File: config.mk
export PLATFORM = sky130hd
export DESIGN_NAME = pzcorebus_upsizer_port_arbiter_flat
export DESIGN_NICKNAME = d
export VERILOG_FILES = /design/src/rtl/pzcorebus_upsizer_port_arbiter_if.sv /design/src/rtl/pzcorebus_upsizer_port_arbiter.sv /design/src/flat_wrapper.sv
export SDC_FILE = /design/constraint.sdc
export NUM_CORES = 1
export LEC_CHECK = 0
export ABC_AREA = 0
export CAP_MARGIN = 20
export CORE_UTILIZATION = 54
export DETAILED_ROUTE_END_ITERATION = 6
export GPL_TIMING_DRIVEN = 0
export PLACE_DENSITY = 0.94
export SETUP_SLACK_MARGIN = 0.4
export SYNTH_ARGS = -nofsm -noshare
export SYNTH_HDL_FRONTEND = slang
export SYNTH_SLANG_ARGS = --single-unit
File: constraint.sdc
create_clock -name i_clk -period 9.3 [get_ports i_clk]
set_input_delay 1.395 -clock i_clk [delete_from_list [all_inputs] [get_ports i_clk]]
set_output_delay 1.395 -clock i_clk [all_outputs]
set_load 0.01 [all_outputs]
File: src/rtl/pzcorebus_upsizer_port_arbiter_if.sv
// Handshake bundle shared by the narrow-side masters, the upsizer and the port arbiter.
// The slave modport is the arbiter's view; the master modport is the surrounding fabric.
interface pzcorebus_upsizer_port_arbiter_if #(
  parameter int REQUESTERS  = 4,
  parameter int INDEX_WIDTH = (REQUESTERS > 2) ? $clog2(REQUESTERS) : 1
);
  logic [REQUESTERS-1:0]  i_command_valid;
  logic [REQUESTERS-1:0]  i_command_write;
  logic [REQUESTERS-1:0]  i_command_non_posted;
  logic [REQUESTERS-1:0]  o_command_accept;
  logic [REQUESTERS-1:0]  i_data_valid;
  logic [REQUESTERS-1:0]  i_data_last;
  logic [REQUESTERS-1:0]  o_data_accept;
  logic [INDEX_WIDTH-1:0] o_grant_index;
  logic                   o_command_valid;
  logic                   i_command_accept;
  logic                   o_data_valid;
  logic                   i_data_accept;
  logic                   i_response_valid;
  logic                   i_response_last;
  logic                   o_response_accept;
  logic [INDEX_WIDTH-1:0] o_response_index;
  logic [REQUESTERS-1:0]  o_response_valid;
  logic [REQUESTERS-1:0]  i_response_accept;
  logic                   o_busy;

  modport slave (
    input  i_command_valid, i_command_write, i_command_non_posted,
    input  i_data_valid, i_data_last,
    input  i_command_accept, i_data_accept,
    input  i_response_valid, i_response_last, i_response_accept,
    output o_command_accept, o_data_accept, o_grant_index,
    output o_command_valid, o_data_valid,
    output o_response_accept, o_response_index, o_response_valid, o_busy
  );

  modport master (
    output i_command_valid, i_command_write, i_command_non_posted,
    output i_data_valid, i_data_last,
    output i_command_accept, i_data_accept,
    output i_response_valid, i_response_last, i_response_accept,
    input  o_command_accept, o_data_accept, o_grant_index,
    input  o_command_valid, o_data_valid,
    input  o_response_accept, o_response_index, o_response_valid, o_busy
  );
endinterface

File: src/rtl/pzcorebus_upsizer_port_arbiter.sv
// Round-robin arbiter sharing one upsizer between REQUESTERS masters, with in-order response routing.
// Optional sticky protocol-error output: define PZCOREBUS_UPSIZER_ARBITER_ERROR_CHECK_EN.
module pzcorebus_upsizer_port_arbiter #(
  parameter int REQUESTERS      = 4,
  parameter int MAX_OUTSTANDING = 8,
  parameter int INDEX_WIDTH     = (REQUESTERS > 2) ? $clog2(REQUESTERS) : 1
)(
  input  logic i_clk,
  input  logic i_rst,
`ifdef PZCOREBUS_UPSIZER_ARBITER_ERROR_CHECK_EN
  output logic o_error,
`endif
  pzcorebus_upsizer_port_arbiter_if.slave bus
);
  localparam int          QW    = $clog2(MAX_OUTSTANDING);
  localparam int          CW    = QW + 1;
  localparam int unsigned NREQ  = REQUESTERS;
  localparam int unsigned DEPTH = MAX_OUTSTANDING;

  typedef enum logic {IDLE, LOCKED} state_t;

  state_t                 r_state;
  logic [INDEX_WIDTH-1:0] r_grant_index;
  logic [INDEX_WIDTH-1:0] r_pointer;
  logic                   r_cmd_done;
  logic                   r_data_done;
  logic [INDEX_WIDTH-1:0] r_queue [MAX_OUTSTANDING];
  logic [QW-1:0]          r_head;
  logic [QW-1:0]          r_tail;
  logic [CW-1:0]          r_count;

  logic                   w_full, w_not_empty, w_locked, w_any_eligible;
  logic [REQUESTERS-1:0]  w_eligible;
  logic [INDEX_WIDTH-1:0] w_select, w_cand, w_head, w_next_pointer;
  logic                   w_command_valid, w_data_valid, w_cmd_hs, w_data_hs, w_last_hs;
  logic                   w_cmd_done_next, w_data_done_next, w_release;
  logic                   w_push, w_pop, w_response_accept, w_stray_response;
  logic [REQUESTERS-1:0]  w_command_accept, w_data_accept, w_response_valid;

  assign w_full      = r_count == CW'(MAX_OUTSTANDING);
  assign w_not_empty = r_count != '0;
  assign w_locked    = r_state == LOCKED;
  assign w_eligible  = bus.i_command_valid & ~(bus.i_command_non_posted & {REQUESTERS{w_full}});

  // First eligible requester at or after the round-robin pointer, wrapping.
  always_comb begin
    w_any_eligible = 1'b0;
    w_select       = '0;
    w_cand         = '0;
    for (int unsigned i = 0; i < NREQ; i++) begin
      w_cand = INDEX_WIDTH'((32'(r_pointer) + i) % NREQ);
      if (!w_any_eligible && w_eligible[w_cand]) begin
        w_any_eligible = 1'b1;
        w_select       = w_cand;
      end
    end
  end

  assign w_command_valid  = w_locked & bus.i_command_valid[r_grant_index] & ~r_cmd_done;
  assign w_data_valid     = w_locked & bus.i_data_valid[r_grant_index] & ~r_data_done;
  assign w_cmd_hs         = w_command_valid & bus.i_command_accept;
  assign w_data_hs        = w_data_valid & bus.i_data_accept;
  assign w_last_hs        = w_data_hs & bus.i_data_last[r_grant_index];
  assign w_cmd_done_next  = r_cmd_done | w_cmd_hs;
  assign w_data_done_next = r_data_done | w_last_hs;
  assign w_release        = w_locked & w_cmd_done_next & w_data_done_next;
  assign w_push           = w_cmd_hs & bus.i_command_non_posted[r_grant_index];
  assign w_next_pointer   = (r_grant_index == INDEX_WIDTH'(REQUESTERS - 1)) ? '0 : r_grant_index + 1'b1;

  always_comb begin
    w_command_accept                = '0;
    w_data_accept                   = '0;
    w_command_accept[r_grant_index] = w_cmd_hs;
    w_data_accept[r_grant_index]    = w_data_hs;
  end

  assign w_head = r_queue[r_head];
`ifdef PZCOREBUS_UPSIZER_ARBITER_ERROR_CHECK_EN
  assign w_stray_response = bus.i_response_valid & ~w_not_empty;
`else
  assign w_stray_response = 1'b0;
`endif
  assign w_response_accept = (bus.i_response_accept[w_head] & w_not_empty) | w_stray_response;
  assign w_pop = bus.i_response_valid & bus.i_response_last & w_not_empty & bus.i_response_accept[w_head];

  always_comb begin
    w_response_valid         = '0;
    w_response_valid[w_head] = bus.i_response_valid & w_not_empty;
  end

  always_ff @(posedge i_clk or posedge i_rst) begin
    if (i_rst) begin
      r_state       <= IDLE;
      r_grant_index <= '0;
      r_pointer     <= '0;
      r_cmd_done    <= 1'b0;
      r_data_done   <= 1'b0;
    end else begin
      case (r_state)
        IDLE: if (w_any_eligible) begin
          r_state       <= LOCKED;
          r_grant_index <= w_select;
          r_cmd_done    <= 1'b0;
          r_data_done   <= ~bus.i_command_write[w_select];
        end
        LOCKED: if (w_release) begin
          r_state     <= IDLE;
          r_pointer   <= w_next_pointer;
          r_cmd_done  <= 1'b0;
          r_data_done <= 1'b0;
        end else begin
          r_cmd_done  <= w_cmd_done_next;
          r_data_done <= w_data_done_next;
        end
        default: r_state <= IDLE;
      endcase
    end
  end

  always_ff @(posedge i_clk or posedge i_rst) begin
    if (i_rst) begin
      r_head  <= '0;
      r_tail  <= '0;
      r_count <= '0;
      for (int unsigned i = 0; i < DEPTH; i++) r_queue[i] <= '0;
    end else begin
      if (w_push) begin
        r_queue[r_tail] <= r_grant_index;
        r_tail          <= r_tail + 1'b1;
      end
      if (w_pop) r_head <= r_head + 1'b1;
      case ({w_push, w_pop})
        2'b10:   r_count <= r_count + 1'b1;
        2'b01:   r_count <= r_count - 1'b1;
        default: r_count <= r_count;
      endcase
    end
  end

`ifdef PZCOREBUS_UPSIZER_ARBITER_ERROR_CHECK_EN
  logic r_read_grant;
  logic r_error;

  always_ff @(posedge i_clk or posedge i_rst) begin
    if (i_rst) begin
      r_read_grant <= 1'b0;
      r_error      <= 1'b0;
    end else begin
      if ((r_state == IDLE) && w_any_eligible) r_read_grant <= ~bus.i_command_write[w_select];
      if (w_stray_response || (w_locked && r_read_grant && bus.i_data_valid[r_grant_index]))
        r_error <= 1'b1;
    end
  end

  assign o_error = r_error;
`endif

  assign bus.o_command_accept  = w_command_accept;
  assign bus.o_data_accept     = w_data_accept;
  assign bus.o_grant_index     = r_grant_index;
  assign bus.o_command_valid   = w_command_valid;
  assign bus.o_data_valid      = w_data_valid;
  assign bus.o_response_accept = w_response_accept;
  assign bus.o_response_index  = w_head;
  assign bus.o_response_valid  = w_response_valid;
  assign bus.o_busy            = w_locked | w_not_empty;
endmodule

File: src/flat_wrapper.sv
// flat-port wrapper written by rule: the top's interface ports become plain ports
module pzcorebus_upsizer_port_arbiter_flat 
#(
  parameter int REQUESTERS      = 4,
  parameter int MAX_OUTSTANDING = 8,
  parameter int INDEX_WIDTH     = (REQUESTERS > 2) ? $clog2(REQUESTERS) : 1
)
  (i_clk, i_rst, bus_i_command_valid, bus_i_command_write, bus_i_command_non_posted, bus_i_data_valid, bus_i_data_last, bus_i_command_accept, bus_i_data_accept, bus_i_response_valid, bus_i_response_last, bus_i_response_accept, bus_o_command_accept, bus_o_data_accept, bus_o_grant_index, bus_o_command_valid, bus_o_data_valid, bus_o_response_accept, bus_o_response_index, bus_o_response_valid, bus_o_busy);
  pzcorebus_upsizer_port_arbiter_if #(.REQUESTERS(REQUESTERS), .INDEX_WIDTH(INDEX_WIDTH)) bus_i ();
  input  logic i_clk;
  input  logic i_rst;
  input wire logic [$bits(bus_i.i_command_valid)-1:0] bus_i_command_valid;
  input wire logic [$bits(bus_i.i_command_write)-1:0] bus_i_command_write;
  input wire logic [$bits(bus_i.i_command_non_posted)-1:0] bus_i_command_non_posted;
  input wire logic [$bits(bus_i.i_data_valid)-1:0] bus_i_data_valid;
  input wire logic [$bits(bus_i.i_data_last)-1:0] bus_i_data_last;
  input wire logic [$bits(bus_i.i_command_accept)-1:0] bus_i_command_accept;
  input wire logic [$bits(bus_i.i_data_accept)-1:0] bus_i_data_accept;
  input wire logic [$bits(bus_i.i_response_valid)-1:0] bus_i_response_valid;
  input wire logic [$bits(bus_i.i_response_last)-1:0] bus_i_response_last;
  input wire logic [$bits(bus_i.i_response_accept)-1:0] bus_i_response_accept;
  output wire logic [$bits(bus_i.o_command_accept)-1:0] bus_o_command_accept;
  output wire logic [$bits(bus_i.o_data_accept)-1:0] bus_o_data_accept;
  output wire logic [$bits(bus_i.o_grant_index)-1:0] bus_o_grant_index;
  output wire logic [$bits(bus_i.o_command_valid)-1:0] bus_o_command_valid;
  output wire logic [$bits(bus_i.o_data_valid)-1:0] bus_o_data_valid;
  output wire logic [$bits(bus_i.o_response_accept)-1:0] bus_o_response_accept;
  output wire logic [$bits(bus_i.o_response_index)-1:0] bus_o_response_index;
  output wire logic [$bits(bus_i.o_response_valid)-1:0] bus_o_response_valid;
  output wire logic [$bits(bus_i.o_busy)-1:0] bus_o_busy;
  assign bus_i.i_command_valid = bus_i_command_valid;
  assign bus_i.i_command_write = bus_i_command_write;
  assign bus_i.i_command_non_posted = bus_i_command_non_posted;
  assign bus_i.i_data_valid = bus_i_data_valid;
  assign bus_i.i_data_last = bus_i_data_last;
  assign bus_i.i_command_accept = bus_i_command_accept;
  assign bus_i.i_data_accept = bus_i_data_accept;
  assign bus_i.i_response_valid = bus_i_response_valid;
  assign bus_i.i_response_last = bus_i_response_last;
  assign bus_i.i_response_accept = bus_i_response_accept;
  assign bus_o_command_accept = bus_i.o_command_accept;
  assign bus_o_data_accept = bus_i.o_data_accept;
  assign bus_o_grant_index = bus_i.o_grant_index;
  assign bus_o_command_valid = bus_i.o_command_valid;
  assign bus_o_data_valid = bus_i.o_data_valid;
  assign bus_o_response_accept = bus_i.o_response_accept;
  assign bus_o_response_index = bus_i.o_response_index;
  assign bus_o_response_valid = bus_i.o_response_valid;
  assign bus_o_busy = bus_i.o_busy;
  pzcorebus_upsizer_port_arbiter #(.REQUESTERS(REQUESTERS), .MAX_OUTSTANDING(MAX_OUTSTANDING), .INDEX_WIDTH(INDEX_WIDTH)) u_core (.i_clk(i_clk), .i_rst(i_rst), .bus(bus_i));
endmodule
# Yosys cells after proc, flatten, opt, wreduce, memory -nomap -nowiden
# Cells that the tools add are included.
word_totals:
  out_inout_bits: 20
  ff_bits: 33
  in_bits: 30
  elab_cells: 133
op_classes:
  addsub: 8
  magnitude_cmp: 12
  muxes: 49
  reduce_logical: 13
  n_bitwise: 30
  eq_ne: 5
ops:
  columns: ["op", "n"]
  rows:
  - ["two-way mux 1 bit", 22]
  - ["< comparator 2 x 3 -> 1 bit, second input constant", 7]
  - ["AND 4 bit", 5]
  - ["binary-select mux 1 bit (select 2 bit)", 10]
  - ["bitwise mux 16 bit", 1]
  - ["two-way mux 2 bit", 8]
  - ["AND 1 bit", 15]
  - [">= comparator 4 bit, second input constant", 2]
  - ["NOT 3 -> 4 bit", 2]
  - ["case mux 4 bit (2 select lines)", 1]
  - ["adder 3 x 1 -> 3 bit, second input constant", 2]
  - ["binary-select mux 2 bit (select 3 bit)", 1]
  - ["demux 2 bit (select 3 bit)", 1]
  - ["logical AND 1 bit", 6]
  - ["case mux 1 bit (2 select lines)", 3]
  - ["adder 2 x 1 -> 2 bit, second input constant", 2]
  - ["adder 2 bit, second input constant", 2]
  - ["adder 4 x 1 -> 4 bit, second input constant", 1]
  - ["demux 1 bit (select 2 bit)", 2]
  - ["== test 2 bit, second input constant", 2]
  - ["== test 4 bit, second input constant", 1]
  - [">= comparator 2 x 1 -> 1 bit, second input constant", 2]
  - ["< comparator 4 x 1 -> 1 bit, second input constant", 1]
  - ["NOT 1 bit", 4]
  - ["9 further kinds", 14]

# Depth between registers and ports, before layout
# Gate-level depths: netlist (run 1).
depth:
  depth_word: 21
  ltp_mapped: 15
  mapped_depth_nobuf: 14

# Least setup slack after synthesis (run 1)
# OpenSTA, ideal clock, no wires.
synth_timing:
  kind: "input to output"
  start: "input bus_i_command_valid[3]"
  end: "output bus_o_command_accept[0]"
  t_required_ns: 7.905
  cell_stages: 4
  arrival_ns: 2.365
  slack_ns: 5.540
  n_path_buf: 1
  cell_sequence: "mux4_2 -> and4b_1 -> buf_6 -> and2_1"
synth_between:
  elab_chain_len: 6
synth_lines:
  columns: ["element", "line", "rtl"]
  rows:
  - ["start, declared", "flat_wrapper.sv:12", "input wire logic [$bits(bus_i.i_command_valid)-1:0] bus_i_command_valid;"]
  - ["binary-select mux 1 bit (select 2 bit)", "pzcorebus_upsizer_port_arbiter.sv:59", "assign w_command_valid = w_locked & bus.i_command_valid[r_grant_index] & ~r_cmd_done;"]
  - ["two-way mux 1 bit (implied by the code)", "pzcorebus_upsizer_port_arbiter.sv:59", null]
  - ["AND 1 bit (2 in series)", "pzcorebus_upsizer_port_arbiter.sv:59", null]
  - ["AND 1 bit", "pzcorebus_upsizer_port_arbiter.sv:61", "assign w_cmd_hs = w_command_valid & bus.i_command_accept;"]
  - ["AND 4 bit (no line)", null, null]
  - ["end, declared", "flat_wrapper.sv:22", "output wire logic [$bits(bus_i.o_command_accept)-1:0] bus_o_command_accept;"]
# Every way passes these cells. The select of a mux whose other input is x is not followed.

# Final worst setup path (run 1)
layout_timing:
  start: "input bus_i_command_valid[0]"
  end: "output bus_o_command_accept[0]"
# Same word-level chain as after synthesis.

==> results of run 1 <==
## power by group through the flow
stage          clock network, mW  logic [mW]  registers (mW)
2_1_floorplan                  0       0.319           0.248
3_3_place_gp                   0       0.437           0.258
3_5_place_dp                   0       0.460           0.264
4_1_cts                    0.121       0.463           0.261
5_1_grt                    0.128       0.510           0.271
6_report                   0.120       0.463           0.262
## state kept, by name, summed over array words and instances, names as in the netlist
register	flops
u_core.r_cmd_done	1
u_core.r_state	1
u_core.r_tail	3
u_core.bus.o_grant_index	2
u_core.r_data_done	1
u_core.r_queue	16
u_core.r_count	4
u_core.r_pointer	2
u_core.r_head	3
## kinds of logic (layout without fill, tap and decap cells)
logic type	Yosys count	after routing	synth area share, %
DFF	33	33	37.4
AOI/OAI and AO/OA	38	38	11.1
xor gates and xnor gates	9	9	3.57
muxes	35	35	21.1
buffers and inverters	20	78	4.53
and+or+nand+nor	62	62	17.2
adders and majority gates	9	9	5.10
## final timing paths
kind	slack, ps	startpoint	endpoint
max	4580	bus_i_command_valid[0]	bus_o_command_accept[0]
min	510	u_core.r_queue[2]	u_core.r_queue[2]
max reg2reg	5970	u_core.r_head[0]	u_core.r_count[2]
min reg2reg	510	u_core.r_queue[2]	u_core.r_queue[2]
max in group asynchronous	7400	i_rst	u_core.r_queue[12]
min in group asynchronous	1420	i_rst	u_core.r_count[0]
## per-stage QoR
stage               hold slack (ps)  utilization [%]
global placement                480             72.6
detailed placement              490             73.3
global route                    523             76.0
finish                          509             76.0
floorplan                       460                -
CTS                             510             76.0
## layout by cell type, fill, tap and decap left out, types with 2 or more instances in the layout
| master | count |
|---|---|
| sky130_fd_sc_hd__and2_1 | 9 |
| sky130_fd_sc_hd__o21ai_0 | 10 |
| sky130_fd_sc_hd__o211ai_1 | 2 |
| sky130_fd_sc_hd__ha_1 | 9 |
| sky130_fd_sc_hd__clkbuf_8 | 7 |
| sky130_fd_sc_hd__nand2b_1 | 4 |
| sky130_fd_sc_hd__o21ai_1 | 3 |
| sky130_fd_sc_hd__clkbuf_1 | 4 |
| sky130_fd_sc_hd__nand2_1 | 13 |
| sky130_fd_sc_hd__mux2_2 | 19 |
| sky130_fd_sc_hd__xor2_1 | 4 |
| sky130_fd_sc_hd__nor2_1 | 12 |
| sky130_fd_sc_hd__nand3b_1 | 4 |
| sky130_fd_sc_hd__and3_1 | 2 |
| sky130_fd_sc_hd__a21boi_0 | 4 |
| sky130_fd_sc_hd__inv_1 | 10 |
| sky130_fd_sc_hd__a211o_1 | 2 |
| sky130_fd_sc_hd__xnor2_1 | 5 |
| sky130_fd_sc_hd__o221a_2 | 2 |
| sky130_fd_sc_hd__mux2i_1 | 7 |
| sky130_fd_sc_hd__nor4_1 | 2 |
| sky130_fd_sc_hd__buf_2 | 2 |
| sky130_fd_sc_hd__nor2b_1 | 2 |
| sky130_fd_sc_hd__nand3_1 | 2 |
| sky130_fd_sc_hd__dfrtp_1 | 33 |
| sky130_fd_sc_hd__a31oi_1 | 2 |
| sky130_fd_sc_hd__buf_6 | 3 |
| sky130_fd_sc_hd__clkdlybuf4s50_1 | 49 |
| sky130_fd_sc_hd__a21oi_1 | 8 |
| sky130_fd_sc_hd__nor3b_2 | 2 |
| sky130_fd_sc_hd__mux4_2 | 7 |
## layout make-up
type	instances	area (um^2)
Fill cell	258	912
Clock inverter	1	5.00
Tap cell	48	60.1
Inverter	11	41.3
Multi-Input combinational cell	153	1280
Buffer	9	58.8
Clock buffer	7	96.3
Timing Repair Buffer	50	518
Sequential cell	33	826
## Yosys cell counts, types with 2 or more instances
master	n
sky130_fd_sc_hd__nor2b_1	2
sky130_fd_sc_hd__nor4_1	2
sky130_fd_sc_hd__a21oi_1	8
sky130_fd_sc_hd__clkbuf_1	4
sky130_fd_sc_hd__mux2_2	19
sky130_fd_sc_hd__xor2_1	4
sky130_fd_sc_hd__and2_1	9
sky130_fd_sc_hd__a21boi_0	4
sky130_fd_sc_hd__xnor2_1	5
sky130_fd_sc_hd__mux2i_1	7
sky130_fd_sc_hd__ha_1	9
sky130_fd_sc_hd__nor2_1	12
sky130_fd_sc_hd__nand3_1	2
sky130_fd_sc_hd__o221a_2	2
sky130_fd_sc_hd__o211ai_1	2
sky130_fd_sc_hd__nand3b_1	4
sky130_fd_sc_hd__nand2_1	13
sky130_fd_sc_hd__nand2b_1	4
sky130_fd_sc_hd__a31oi_1	2
sky130_fd_sc_hd__nor3b_2	2
sky130_fd_sc_hd__mux4_2	7
sky130_fd_sc_hd__and3_1	2
sky130_fd_sc_hd__dfrtp_1	33
sky130_fd_sc_hd__inv_1	10
sky130_fd_sc_hd__a211o_1	2
sky130_fd_sc_hd__o21ai_0	10
sky130_fd_sc_hd__buf_6	3
sky130_fd_sc_hd__o21ai_1	3
sky130_fd_sc_hd__buf_2	2
## per-layer routing
layer | track usage, % | vias to the layer above
met5 | 0 | -
met4 | 10.4 | 0
met3 | 6.55 | 18
met2 | 43.8 | 66
met1 | 33.2 | 865
li1 | - | 862
==> results.toml, run 1 <==
[run_status]
status = "finished, final reports clean"

[logic_synthesis]
synth-main-ff-cell = "sky130_fd_sc_hd__dfrtp_1"
netlist_top_cells_area = "sky130_fd_sc_hd__dfrtp_1 (37%), sky130_fd_sc_hd__mux2_2 (9.7%), sky130_fd_sc_hd__mux4_2 (7.1%)"
synth-async-reset-ratio_pct = 100
yosysSeqAreaShare_pct = 37.4
synthesized_nets = 245
post_synth_inst_count = 206
yosys_warnings = 0
synth.ff_latch_count = 33
syn-cell-area_um2 = 2210
yosys.cell_types.count = 47
synth_enable_flop_cells = 0
synth_largest_area_cell = "sky130_fd_sc_hd__dfrtp_1"
yosysTopAreaCellShare_pct = 37.4
synth.avg_cell_area_um2 = 10.7

[placement]
place_inst = 304
hpwlAfterDp_um = 3860
place.port_buffers = 49
gp_congestion = 0.815
preCtsSetupSlack_ps = 4580
dpl_cell_area_um2 = 2790

[sta]
grt_setup_unrepaired = "false"
tightestPinTransition_ps = 650
finalSetupTns_ps = 0
finClkSkew_ps = 3.91
finalWorstPathRequiredPeriod_ps = 4720
finalHoldViolCount = 0
drv_slew = 0
min_period_over_period_pct = 50.7
max_freq_mhz = 212
maxSlewHeadroom_pct = 56.3
setup_ws_ps = 4580
setup-violations-final = 0

[drt]
detail_route.iter0.violations = 132
route.vias.total = 1811
drc_errors = 0
number_of_iterations_in_the_first_detailed_routing_pass = 4
m1WireLength_um = 2110
drt.antenna.violating_nets = 0
route.detailed.wl_per_inst_um = 16.0
postRouteWirelength_um = 4980
route.met2.wl_um = 2510
uppermost_layer_routed = "met4"
met3_wirelength_um = 256
avgViaCountPerCell = 5.80

[clock_tree]
cts_buffers = 5
clk_root_buffer_cell = "sky130_fd_sc_hd__clkbuf_8"
cts_buffer_depth = 2
cts_hold_buf = 0
tritoncts_clock_tree = "yes"
clkSlewWorstSetupHoldPaths_ps = 60
clock_sinks = 33
postCtsSetupBuffers = 0
htreeDepth = 2
post_cts_resize_count = 0
clock_latency_ps = 290

[global_routing]
antenna_violations_before_repair = 0
vias_in_the_first_global_route = 1833
grt-ovfl-total = 0
first_pass_grt_wire_length_um = 8510
grt_start_max_net_pins = 24
groute.usage.overall_pct = 26.5

[worst_setup_path]
worst-setup-path-type = "in2out"
max_stage_delay_ps = 480
timing.critical_path.arrival_ps = 3320
cp.buffers_inverters = 3
worstSetupStartpointType = "input port"
cp_max_fo = 10
crit_path_cell_trace = "clkdlybuf4s50_1, mux4_2, and4b_1, buf_6, and2_1, clkdlybuf4s50_1"
cp_top_family = "buffers and inverters"
critPathSlowestCell = "sky130_fd_sc_hd__mux4_2"
reg2reg_depth = 15
cp_data_required_time_ps = 7910
worstSetupPathDepth = 6
critical-path-top-cell-by-count = "sky130_fd_sc_hd__clkdlybuf4s50_1"
worst_setup_path_end_kind = "primary output"

[power_and_ir_drop]
totalPowerFinal_uw = 845
p_comb_share_pct = 54.8
clkPwrFrac_pct = 14.2
total_switching_power_uw = 329
powerDensity_nw_per_um2 = 293
internal_power_uw = 515
cellLeakagePower_nw = 1.25
irDropWorstVdd_mv = 0.186
seqPwrFrac_pct = 31.0
power.switching_fraction_pct = 39.0

[layout]
final_layout_size_suffix_gt1_share_pct = 19.7
nNetsFinal = 302
num_antenna_cells = 0
stdcell_area_um2 = 2890
area_delta_synth_final_pct = 30.8
cell_count_final_fillers_out = 312

[die]
floorplan.die_area_um2 = 4350
io-pin-count = 50
start_util_pct = 58.1
rows = 22
die_width_um = 65.9
design.core.area_um2 = 3800
die_h_um = 65.9

[hold_path]
worstHoldPathType = "reg2reg"
hold-path-cell-count = 1

[flow_run]
cap_viol_max_count = 0
No activity file was read; power rests on OpenSTA's default activity.
==> inputs of run 2 (changes only) <==
CORE_UTILIZATION = 46   (was 54)
PLACE_DENSITY = 0.86   (was 0.94)
clock period = 4.3 ns   (was 9.3 ns; I/O delays follow)
==> run 2 against run 1 <==
- the run now ends with design-rule violations left
- critical path depth increased by 2
- count of clock-buffer cells in the layout fell by 2
- via count is 2.3% lower
- clock power rose by 77%
- worst setup slack worse by 3900 ps
- combinational power grew 110%
- die area is 17% higher
- register-to-register slack lost 5000 ps
- utilization fell by 12 points
- worst hold slack lost 4.4 ps
- critical path type is now reg2out
==> results.toml, run 2 (synthesis gave the netlist of run 1 again) <==
[layout]
final_layout_size_suffix_gt1_share_pct = 19.1
top_regs = "u_core.r_queue x16, u_core.r_count x4"
area_delta_synth_final_pct = 29.8
largest_register = "u_core.r_queue"
nNetsFinal = 302
largest_reg_flops = 16
num_antenna_cells = 0
most_common_cell_after_layout_fill_and_taps_aside = "sky130_fd_sc_hd__clkdlybuf4s50_1"
most_frequent_cells_in_the_layout = "sky130_fd_sc_hd__clkdlybuf4s50_1 (49), sky130_fd_sc_hd__dfrtp_1 (33), sky130_fd_sc_hd__mux2_2 (19)"

[global_routing]
first_pass_grt_wire_length_um = 8220
groute.usage.overall_pct = 21.0
grt-ovfl-total = 0
grt_start_max_net_pins = 25
antenna_violations_before_repair = 0
vias_in_the_first_global_route = 1744

[sta]
grt_setup_unrepaired = "false"
drv_slew = 0
maxSlewHeadroom_pct = 57.6
min_period_over_period_pct = 83.6
tightestPinTransition_ps = 630
setup_ws_ps = 704
finClkSkew_ps = 12.1
finalSetupTns_ps = 0
finalWorstPathRequiredPeriod_ps = 3600
finalHoldViolCount = 0
max_freq_mhz = 278
setup-violations-final = 0

[worst_setup_path]
max_stage_delay_ps = 560
critPathSlowestCell = "sky130_fd_sc_hd__clkdlybuf4s50_1"
critical-path-top-cell-by-count = "sky130_fd_sc_hd__mux2i_1"
worst_setup_path_end_kind = "primary output"
crit_path_cell_trace = "buf_2, mux4_2, mux2i_2, inv_2, mux2i_1, mux2i_1, nor2b_1, clkdlybuf4s50_1"
cp_data_required_time_ps = 3650
timing.critical_path.arrival_ps = 2950
worst-setup-path-type = "reg2out"
cp_max_fo = 5
worstSetupStartpointType = "flip-flop"

[clock_tree]
cts_buffer_depth = 2
post_cts_resize_count = 0
clk_root_buffer_cell = "sky130_fd_sc_hd__clkbuf_8"
clock_sinks = 33
cts_hold_buf = 0
clkSlewWorstSetupHoldPaths_ps = 60
cts_buffers = 5
postCtsSetupBuffers = 0
htreeDepth = 2
tritoncts_clock_tree = "yes"
clock_latency_ps = 280

[hold_path]
worstHoldPathType = "reg2reg"

[run_status]
status = "finished with violations"
violations = "design-rule violations"

[drt]
avgViaCountPerCell = 5.63
route.detailed.wl_per_inst_um = 15.3
drc_errors = 5
number_of_iterations_in_the_first_detailed_routing_pass = 6
postRouteWirelength_um = 4800
drt.antenna.violating_nets = 0
detail_route.iter0.violations = 164
route.vias.total = 1769

[power_and_ir_drop]
powerDensity_nw_per_um2 = 618
cellLeakagePower_nw = 1.24
irDropWorstVdd_mv = 0.307

[die]
design.core.area_um2 = 4470
die_width_um = 71.3
io-pin-count = 50
floorplan.die_area_um2 = 5080
rows = 24
start_util_pct = 49.3
die_h_um = 71.3

[flow_run]
cap_viol_max_count = 0

[placement]
hpwlAfterDp_um = 3720
place.port_buffers = 49
preCtsSetupSlack_ps = 951
gp_congestion = 0.778
## run 2: area by class of cell
class	count	area, um^2
Clock inverter	1	5.00
Timing Repair Buffer	50	518
Sequential cell	33	826
Fill cell	343	1610
Clock buffer	5	68.8
Tap cell	52	65.1
Inverter	11	41.3
Multi-Input combinational cell	153	1280
Buffer	9	58.8
## run 2: critical path: cells and delay by family (launching register included)
| family | cells | cell delay [ps] |
|---|---|---|
| mux | 4 | 1210 |
| buf+inv | 3 | 890 |
| flops | 1 | 360 |
| simple gates | 1 | 200 |
## run 2: path summary, 6_finish.rpt
path | end | slack, ps | startpoint | cells past startpoint
worst max-delay path | bus_o_response_accept | 700 | u_core.r_head[0] | 8
worst min-delay path | u_core.r_queue[11] | 500 | u_core.r_queue[11] | 1
worst max register to register | u_core.r_count[2] | 930 | u_core.r_head[0] | 15
worst min register to register | u_core.r_queue[11] | 500 | u_core.r_queue[11] | 1
max in group asynchronous | u_core.r_count[3] | 3150 | i_rst | 3
min in group asynchronous | u_core.r_queue[11] | 670 | i_rst | 2
## run 2: metrics by stage
step	power [mW]	instance area, um^2	hold WS, ps	util, %	std cells
after global placement	1.51	2760	477	61.7	307
final	1.77	2860	505	64.0	314
after floorplan	1.22	2210	460	-	206
after detailed placement	1.56	2790	494	62.4	308
after CTS	1.77	2860	508	64.0	314
after global routing	1.90	2860	525	64.0	314
## run 2: where the power goes
group | switching (mW) | internal, mW
combinational | 0.466 | 0.525
clock | 0.106 | 0.106
sequential | 0.125 | 0.442
## run 2: routing by layer
layer	up-vias	wire length [um]	GRT usage, %
met5	-	0	0
met4	0	85	8.22
met3	9	199	3.80
met2	44	2260	33.1
met1	858	2250	29.1
li1	858	-	-
==> inputs of run 3 (changes only) <==
CORE_UTILIZATION = 50   (was 46)
PLACE_DENSITY = 0.89   (was 0.86)
clock period = 3.54 ns   (was 4.3 ns; I/O delays follow)
==> run 3 against run 2 <==
- the flow now finishes without violations
- sequential power up 23%
- count of clock-buffer cells in the layout grew 2
- register-to-register slack worse by 470 ps
- routed wire length is 9.8% higher
- clock skew fell by 4.7 ps
==> results.toml, run 3 (synthesis gave the netlist of run 1 again) <==
[run_status]
status = "finished, final reports clean"

[layout]
area_delta_synth_final_pct = 33.3
final_layout_size_suffix_gt1_share_pct = 21.1
most_frequent_cells_in_the_layout = "sky130_fd_sc_hd__clkdlybuf4s50_1 (48), sky130_fd_sc_hd__dfrtp_1 (33), sky130_fd_sc_hd__mux2_2 (19)"
largest_register = "u_core.r_queue"
most_common_cell_after_layout_fill_and_taps_aside = "sky130_fd_sc_hd__clkdlybuf4s50_1"
largest_reg_flops = 16
top_regs = "u_core.r_queue x16, u_core.r_count x4"
fillCellCount = 292
num_antenna_cells = 0
finalCoreUtilization_pct = 71.5
nNetsFinal = 303

[clock_tree]
cts_hold_buf = 0
htreeDepth = 2
clock_sinks = 33
tritoncts_clock_tree = "yes"
cts_buffers = 5
clock_latency_ps = 290
clkSlewWorstSetupHoldPaths_ps = 70
clk_root_buffer_cell = "sky130_fd_sc_hd__clkbuf_8"
cts_buffer_depth = 2

[drt]
drc_errors = 0
route.detailed.wl_per_inst_um = 16.7
number_of_iterations_in_the_first_detailed_routing_pass = 5
detail_route.iter0.violations = 131
drt.antenna.violating_nets = 0
avgViaCountPerCell = 5.82
postRouteWirelength_um = 5270
route.vias.total = 1832

[die]
design.core.area_um2 = 4120
start_util_pct = 53.6
io-pin-count = 50
rows = 23
die_h_um = 68.4
floorplan.die_area_um2 = 4680
die_width_um = 68.4

[sta]
finClkSkew_ps = 7.41
maxSlewHeadroom_pct = 57.6
setup-violations-final = 0
tightestPinTransition_ps = 630
grt_setup_unrepaired = "true"
finalHoldViolCount = 0
finalWorstPathRequiredPeriod_ps = 3080
final.hold.worst_slack_ps = 504
min_period_over_period_pct = 87.1
drv_slew = 0
finalSetupTns_ps = 0
max_freq_mhz = 324

[worst_setup_path]
timing.critical_path.arrival_ps = 3250
cp_data_required_time_ps = 3710
worstSetupStartpointType = "flip-flop"
cp_top_family = "multiplexers"
critical-path-top-cell-by-count = "sky130_fd_sc_hd__xor2_1"
cp.buffers_inverters = 3
critPathSlowestCell = "sky130_fd_sc_hd__mux4_2"
r2r_end = "u_core.r_count[2]"
max_stage_delay_ps = 540
worst-setup-path-type = "reg2reg"
cp_max_fo = 5
reg2reg_depth = 15
worst_setup_path_end_kind = "flip-flop"
rr_startpoint = "u_core.r_head[0]"
crit_path_cell_trace = "buf_6, mux4_2, mux2i_4, inv_2, mux2i_1, mux2i_2, nand3_2, inv_2, ha_4, xor2_1, ha_1, a21oi_1, xor2_1, nor2_1, xor2_1"
r2r_setup_slack_ps = 460

[power_and_ir_drop]
irDropWorstVdd_mv = 0.465
clkPwrFrac_pct = 16.0
powerDensity_nw_per_um2 = 788
total_switching_power_uw = 895
seqPwrFrac_pct = 29.9
p_comb_share_pct = 54.0
power.switching_fraction_pct = 38.6
cellLeakagePower_nw = 1.26
internal_power_mw = 1.42

[hold_path]
worstHoldPathType = "reg2reg"
worst_hold_startpoint = "u_core.r_queue[13]"
hold-path-cell-count = 1
worst_hold_path.endpoint = "u_core.r_queue[13]"

[global_routing]
first_pass_grt_wire_length_um = 8490
vias_in_the_first_global_route = 1835
grt-ovfl-total = 0
antenna_violations_before_repair = 0
grt_start_max_net_pins = 25
groute.usage.overall_pct = 25.6

[flow_run]
cap_viol_max_count = 0

[placement]
place.port_buffers = 49
hpwlAfterDp_um = 3890
gp_congestion = 0.838
run 3: power by group through the flow:
stage | clock network [mW] | logic (mW) | registers, mW
2_1_floorplan | 0 | 0.837 | 0.651
3_3_place_gp | 0 | 1.16 | 0.679
3_5_place_dp | 0 | 1.21 | 0.690
4_1_cts | 0.378 | 1.25 | 0.688
5_1_grt | 0.392 | 1.38 | 0.715
6_report | 0.372 | 1.25 | 0.695
run 3: through the flow:
stage / area (um^2) / std cells / total power, mW / setup WS [ps]
after global routing: 2940 / 315 / 2.48 / 284
after detailed placement: 2790 / 306 / 1.90 / 181
after CTS: 2940 / 315 / 2.31 / 408
final: 2940 / 315 / 2.32 / 456
after floorplan: 2210 / 206 / 1.49 / 547
after global placement: 2760 / 305 / 1.84 / 347
run 3: how the worst max path moves through the flow:
| stage | start | end | cells past startpoint |
|---|---|---|---|
| CTS | u_core.r_head[0] | u_core.r_count[2] | 15 |
| floorplan | u_core.r_head[0] | u_core.r_count[2] | 15 |
| global placement | u_core.r_head[0] | u_core.r_count[2] | 15 |
| finish | u_core.r_head[0] | u_core.r_count[2] | 15 |
| global route | u_core.r_head[0] | u_core.r_count[2] | 15 |
| detailed placement | u_core.r_head[0] | u_core.r_count[2] | 15 |
run 3: metal layers:
metal / up-vias / part of all wire (%) / wire [um] / global-route usage (%)
li1: 867 / - / - / -
met1: 900 / 42 / 2190 / 31.3
met2: 53 / 51 / 2680 / 42.6
met3: 12 / 5.5 / 290 / 6.50
met4: 0 / 1.9 / 100 / 10.4
met5: - / 0 / 0 / 0
run 3: layout make-up:
type / instances / area [um^2] / share of cell area (%)
Clock buffer: 7 / 86.3 / 2.93
Clock inverter: 1 / 30.0 / 1.02
Sequential cell: 33 / 826 / 28.1
Buffer: 9 / 66.3 / 2.25
Multi-Input combinational cell: 153 / 1310 / 44.4
Timing Repair Buffer: 51 / 524 / 17.8
Inverter: 11 / 41.3 / 1.40
Tap cell: 50 / 62.6 / 2.13
run 3: worst register-to-register path, stage by stage (launching register included):
cell	delay (ps)
sky130_fd_sc_hd__dfrtp_1	370
sky130_fd_sc_hd__buf_6	150
sky130_fd_sc_hd__mux4_2	540
sky130_fd_sc_hd__mux2i_4	200
sky130_fd_sc_hd__inv_2	100
sky130_fd_sc_hd__mux2i_1	150
sky130_fd_sc_hd__mux2i_2	250
sky130_fd_sc_hd__nand3_2	140
sky130_fd_sc_hd__inv_2	110
sky130_fd_sc_hd__ha_4	160
sky130_fd_sc_hd__xor2_1	70
sky130_fd_sc_hd__ha_1	190
sky130_fd_sc_hd__a21oi_1	140
sky130_fd_sc_hd__xor2_1	160
sky130_fd_sc_hd__nor2_1	70
sky130_fd_sc_hd__xor2_1	140
run 3: repair_timing:
item	CTS	global route
hold endpoints to repair	0	0
resized for setup	6	4
endpoints found under the setup margin	3	5
buffers inserted	1	0
pin swaps	1	2
